==> config.mk <==
export PLATFORM = sky130hd
export DESIGN_NAME = regfile_port_arbiter
export DESIGN_NICKNAME = d
export VERILOG_FILES = /design/src/rtl/regfile_port_arbiter.sv
export SDC_FILE = /design/constraint.sdc
export NUM_CORES = 1
export LEC_CHECK = 0
export CORE_ASPECT_RATIO = 0.5
export CORE_MARGIN = 3
export CORE_UTILIZATION = 38
export DETAILED_ROUTE_END_ITERATION = 10
export GPL_TIMING_DRIVEN = 0
export PLACE_DENSITY = 0.77
export REMOVE_ABC_BUFFERS = 1
export SLEW_MARGIN = 5
export SYNTH_ARGS = -nofsm -noshare
export SYNTH_HDL_FRONTEND = slang
export SYNTH_SLANG_ARGS = --single-unit
==> constraint.sdc <==
create_clock -name clk -period 1.8 [get_ports clk]
set_input_delay 0.45 -clock clk [delete_from_list [all_inputs] [get_ports clk]]
set_output_delay 0.45 -clock clk [all_outputs]
set_load 0.01 [all_outputs]
==> src/rtl/regfile_port_arbiter.sv <==
// +-----------------------------------------------------------------------------+
// | regfile_port_arbiter: round-robin core/debug arbiter and sequencer for the  |
// | shared register-file port. Optional: REGFILE_ARB_R0_PROTECT_EN.             |
// | Revision: 1.0                                                               |
// +-----------------------------------------------------------------------------+
`default_nettype none

module regfile_port_arbiter #(
  parameter int DATA_W = 16,
  parameter int ADDR_W = 4,
  parameter int RD_LAT = 1
) (
  input  logic              clk,
  input  logic              rst_n,
  input  logic              core_req,
  input  logic              core_we,
  input  logic [ADDR_W-1:0] core_addr,
  input  logic [DATA_W-1:0] core_wdata,
  output logic              core_gnt,
  input  logic              dbg_req,
  input  logic              dbg_we,
  input  logic [ADDR_W-1:0] dbg_addr,
  input  logic [DATA_W-1:0] dbg_wdata,
  output logic              dbg_gnt,
  output logic [DATA_W-1:0] rdata,
  output logic              rvalid,
  output logic [ADDR_W-1:0] rf_addr,
  output logic [DATA_W-1:0] rf_din,
  output logic              rf_wen,
  input  logic [DATA_W-1:0] rf_dout,
  output logic              busy
);

  typedef enum logic [1:0] {IDLE, ISSUE, WAIT, RESP} state_t;

  localparam logic       c_owner_core = 1'b0;
  localparam logic       c_owner_dbg  = 1'b1;
  localparam logic [3:0] c_rd_lat     = 4'(RD_LAT);
`ifdef REGFILE_ARB_R0_PROTECT_EN
  localparam logic       c_r0_protect = 1'b1;
`else
  localparam logic       c_r0_protect = 1'b0;
`endif

  state_t      r_state, w_state;
  logic        r_owner, w_owner;
  logic        r_last_owner, w_last_owner;
  logic        r_we, w_we;
  logic [3:0]  r_cnt, w_cnt;

  logic              w_core_gnt, w_dbg_gnt, w_rvalid, w_rf_wen, w_busy;
  logic [DATA_W-1:0] w_rdata, w_rf_din;
  logic [ADDR_W-1:0] w_rf_addr;
  logic              w_win_dbg, w_sel_we;
  logic [ADDR_W-1:0] w_sel_addr;
  logic [DATA_W-1:0] w_sel_wdata;

  // Debug wins when alone, or on a tie when core owned the port last.
  assign w_win_dbg   = dbg_req && (!core_req || (r_last_owner == c_owner_core));
  assign w_sel_we    = w_win_dbg ? dbg_we    : core_we;
  assign w_sel_addr  = w_win_dbg ? dbg_addr  : core_addr;
  assign w_sel_wdata = w_win_dbg ? dbg_wdata : core_wdata;

  // Outputs are registered, so each state's outputs are prepared on entry.
  always_comb begin
    w_state      = r_state;
    w_owner      = r_owner;
    w_last_owner = r_last_owner;
    w_we         = r_we;
    w_cnt        = r_cnt;
    w_core_gnt   = 1'b0;
    w_dbg_gnt    = 1'b0;
    w_rvalid     = 1'b0;
    w_rf_wen     = 1'b0;
    w_rdata      = rdata;
    w_rf_addr    = rf_addr;
    w_rf_din     = rf_din;
    case (r_state)
      IDLE: begin
        if (core_req || dbg_req) begin
          w_owner      = w_win_dbg;
          w_last_owner = w_win_dbg;
          w_we         = w_sel_we;
          w_rf_addr    = w_sel_addr;
          if (w_sel_we) begin
            w_rf_din = w_sel_wdata;
            w_rf_wen = !(c_r0_protect && (w_sel_addr == '0));
          end
          w_state = ISSUE;
        end
      end
      ISSUE: begin
        if (r_we) begin
          w_core_gnt = (r_owner == c_owner_core);
          w_dbg_gnt  = (r_owner == c_owner_dbg);
          w_state    = RESP;
        end else begin
          w_cnt   = c_rd_lat;
          w_state = WAIT;
        end
      end
      WAIT: begin
        w_cnt = r_cnt - 4'd1;
        if (r_cnt == 4'd1) begin
          w_rdata    = rf_dout;
          w_rvalid   = 1'b1;
          w_core_gnt = (r_owner == c_owner_core);
          w_dbg_gnt  = (r_owner == c_owner_dbg);
          w_state    = RESP;
        end
      end
      RESP: w_state = IDLE;
      default: w_state = IDLE;
    endcase
    w_busy = (w_state != IDLE);
  end

  always_ff @(posedge clk or negedge rst_n) begin
    if (!rst_n) begin
      r_state      <= IDLE;
      r_owner      <= c_owner_core;
      r_last_owner <= c_owner_dbg;
      r_we         <= 1'b0;
      r_cnt        <= 4'd0;
      core_gnt     <= 1'b0;
      dbg_gnt      <= 1'b0;
      rvalid       <= 1'b0;
      rf_wen       <= 1'b0;
      busy         <= 1'b0;
      rdata        <= '0;
      rf_addr      <= '0;
      rf_din       <= '0;
    end else begin
      r_state      <= w_state;
      r_owner      <= w_owner;
      r_last_owner <= w_last_owner;
      r_we         <= w_we;
      r_cnt        <= w_cnt;
      core_gnt     <= w_core_gnt;
      dbg_gnt      <= w_dbg_gnt;
      rvalid       <= w_rvalid;
      rf_wen       <= w_rf_wen;
      busy         <= w_busy;
      rdata        <= w_rdata;
      rf_addr      <= w_rf_addr;
      rf_din       <= w_rf_din;
    end
  end

endmodule

`default_nettype wire

==> impl_metrics.toml <==
[drt]
drc = 0
drt_iter0_drc = 41
first_pass_iters = 4
drtAntennaViolNets = 0
detail_route.vias_per_cell = 4.89
wire_per_inst_um = 16.5
wl_um = 5740
vias = 1703

[critical_path]
worstSetupPathType = "reg2reg"
cp.required_ps = 1970
crit_path_max_fanout = 9
cp-end-kind = "register"
start_kind = "register"
cp.arrival_ps = 1930

[job]
max-cap-violations = 0

[sta]
drv_slew = 0
grt_setup_unrepaired = "yes"
worst_slack_ps = 45.3
min_period_ps = 1750
tightest_slew_ps = 681
hold_violations = 0
setup_viol = 0
min_period_over_period = 0.975
timing.fmax_ghz = 0.570
fin_skew_ps = 4.06
slew_headroom = 0.543

[synthesis]
netlist_area_sq_um = 2300
synth.area.top_cells = "dfrtp_1, mux2_2, mux2_4, ha_1, mux2i_1"
synthFlopType = "dfrtp_1"
ys_seq_elements = 50
synth_edf_count = 0
syn_avg_cell_area_sq_um = 14.2
yosysUniqueCellTypes = 26
synth_area_leader_cell = "dfrtp_1"
synth_common_cells = "dfrtp_1, mux2_2, nand2_1"
synth_top_area_share = 0.533
synth-seq-area-share = 0.544
yosysWarnings = 0
synth_cells = 162
async_reset_ff_frac = 1.00
synth_most_common_cell = "dfrtp_1"

[power_and_ir_drop]
peakVddDrop_mv = 0.670
switchingPower_mw = 1.87
p_per_area_nw_per_um2 = 1600
seq_power_share = 0.345
power_mw = 5.89
p_int_mw = 4.02
clockPowerShare = 0.158
netSwitchingFraction = 0.318
comb_power_share = 0.497
leakagePower_nw = 1.57

[clock_network]
htree_levels = 2
root_buffer = "clkbuf_16"
cts_tree = "yes"
clkLatencyLatePin_ps = 290
ctsLongestPathBuffers = 2
clk_pin_slew_worst_paths_ps = 70
cts-hold-fix-buffers = 0
cts_sinks = 50
numCtsBuffers = 5

[finish]
antenna_cells = 0
utilization = 0.649
fillers = 435
nets = 342
fin_cells = 348
syn_to_final_growth_pct = 59.5
fin_area_sq_um = 3670
drive_above_1_share = 0.284

[floorplanning]
core_area_sq_um = 5660
die_area_sq_um = 7080
rows = 19
die_x_um = 116
io_pins = 103
die_y_um = 61.0
initial_utilization = 0.407

[placed_design]
dpl-instance-area_sq_um = 3410
gp_congestion = 0.741
dp.cells = 334
io_buffers = 102
dp.final_hpwl_um = 4040
post-place-ws_ps = -714

[global_routing]
antenna_found_initial = 0
grt_max_degree = 38
overflow = 0
grt_pass1_wl_um = 8870
grt_pass1_vias = 1764
grt_use_total = 0.165

[hold_path]
min_path_type = "in2async"

[run_status]
status = "completed"
per-stage QoR:
step,setup TNS [ps],hold slack [ps]
final,0,59.6
after global routing,-268,76.4
after CTS,0,63.0
after detailed placement,-13710,376
after global placement,-112180,454
after floorplan,-27610,154
power by group through the flow:
stage / combinational [mW] / clock, mW / sequential [mW]
after floorplan: 1.16 / 0 / 2.21
after global placement: 2.63 / 0 / 1.99
after detailed placement: 2.75 / 0 / 2.04
after CTS: 2.92 / 0.954 / 2.04
after global routing: 3.14 / 1.01 / 2.11
final: 2.93 / 0.931 / 2.03
flip-flops by register name, summed over array words and instances, names as in the netlist:
| name | flops |
|---|---|
| rdata | 16 |
| rf_din | 16 |
| r_cnt | 4 |
| rf_addr | 4 |
| r_state | 2 |
| busy | 1 |
| core_gnt | 1 |
| dbg_gnt | 1 |
| r_last_owner | 1 |
| r_owner | 1 |
| r_we | 1 |
| rf_wen | 1 |
| rvalid | 1 |
critical path: stages (launching register included):
cell and delay [ps]:
dfrtp_1 390, inv_2 100, ha_4 190, nand2_4 70
o32ai_4 260, bufbuf_16 330, mux2_4 300
worst paths after layout:
path                            start      endpoint  slack [ps]  cells past startpoint
max                        r_state[0]    rf_din[10]          50                      6
min                             rst_n      rdata[7]          60                      1
max reg2reg                r_state[0]    rf_din[10]          50                      6
min reg2reg                   r_owner      core_gnt         470                      1
max in group asynchronous       rst_n  r_last_owner        1180                      2
min in group clk              r_owner      core_gnt         470                      1
cell usage in the layout, fill, tap and decap left out, types with 2 or more instances in the layout:
| cell | synthesis | final |
|---|---|---|
| inv_1 | 7 | 5 |
| mux2i_1 | 5 | 5 |
| buf_4 | 1 | 2 |
| nand2_1 | 10 | 9 |
| mux2_2 | 41 | 40 |
| a21bo_2 | 2 | 3 |
| clkbuf_16 | 0 | 5 |
| dfrtp_1 | 49 | 49 |
| o21ai_0 | 9 | 9 |
| dlygate4sd2_1 | 0 | 2 |
| nor2_1 | 3 | 3 |
| mux2_4 | 8 | 9 |
| inv_2 | 0 | 2 |
| clkdlybuf4s50_1 | 0 | 99 |
| buf_12 | 0 | 2 |
| o2bb2ai_1 | 2 | 2 |
| a21o_1 | 2 | 2 |
| ha_1 | 6 | 4 |
| a22o_1 | 3 | 3 |
what timing repair did:
| action | 4_1_cts | 5_1_grt |
|---|---|---|
| gates cloned | 2 | 0 |
| gates resized for setup | 6 | 5 |
| setup buffers | 4 | 0 |
| pin swaps | 1 | 1 |
| setup endpoints to repair | 37 | 32 |
kinds of logic (layout without fill, tap and decap cells):
kind of cell | after synthesis | count (layout) | synth area share
buf+inv | 12 | 124 | 0.0315
fa+ha+maj | 6 | 6 | 0.0326
mux | 54 | 54 | 0.275
flops | 50 | 50 | 0.544
simple gates | 18 | 18 | 0.0397
compound gates | 22 | 23 | 0.0772
layer usage:
layer,up-vias,wire length (um),track usage
li1,799,-,-
met1,850,2260,0.193
met2,41,3110,0.303
met3,13,225,0.0373
met4,0,138,0.0678
met5,-,0,0
area by class of cell:
cell class / count / area (sq um) / share of cell area
Sequential cell: 50 / 1250 / 0.341
Timing Repair Buffer: 109 / 1130 / 0.307
Multi-Input combinational cell: 101 / 1030 / 0.280
Clock buffer: 5 / 125 / 0.0341
Tap cell: 73 / 91.3 / 0.0249
Inverter: 7 / 26.3 / 0.00716
Clock inverter: 3 / 21.3 / 0.00579
(Power assumes the default switching activity.)
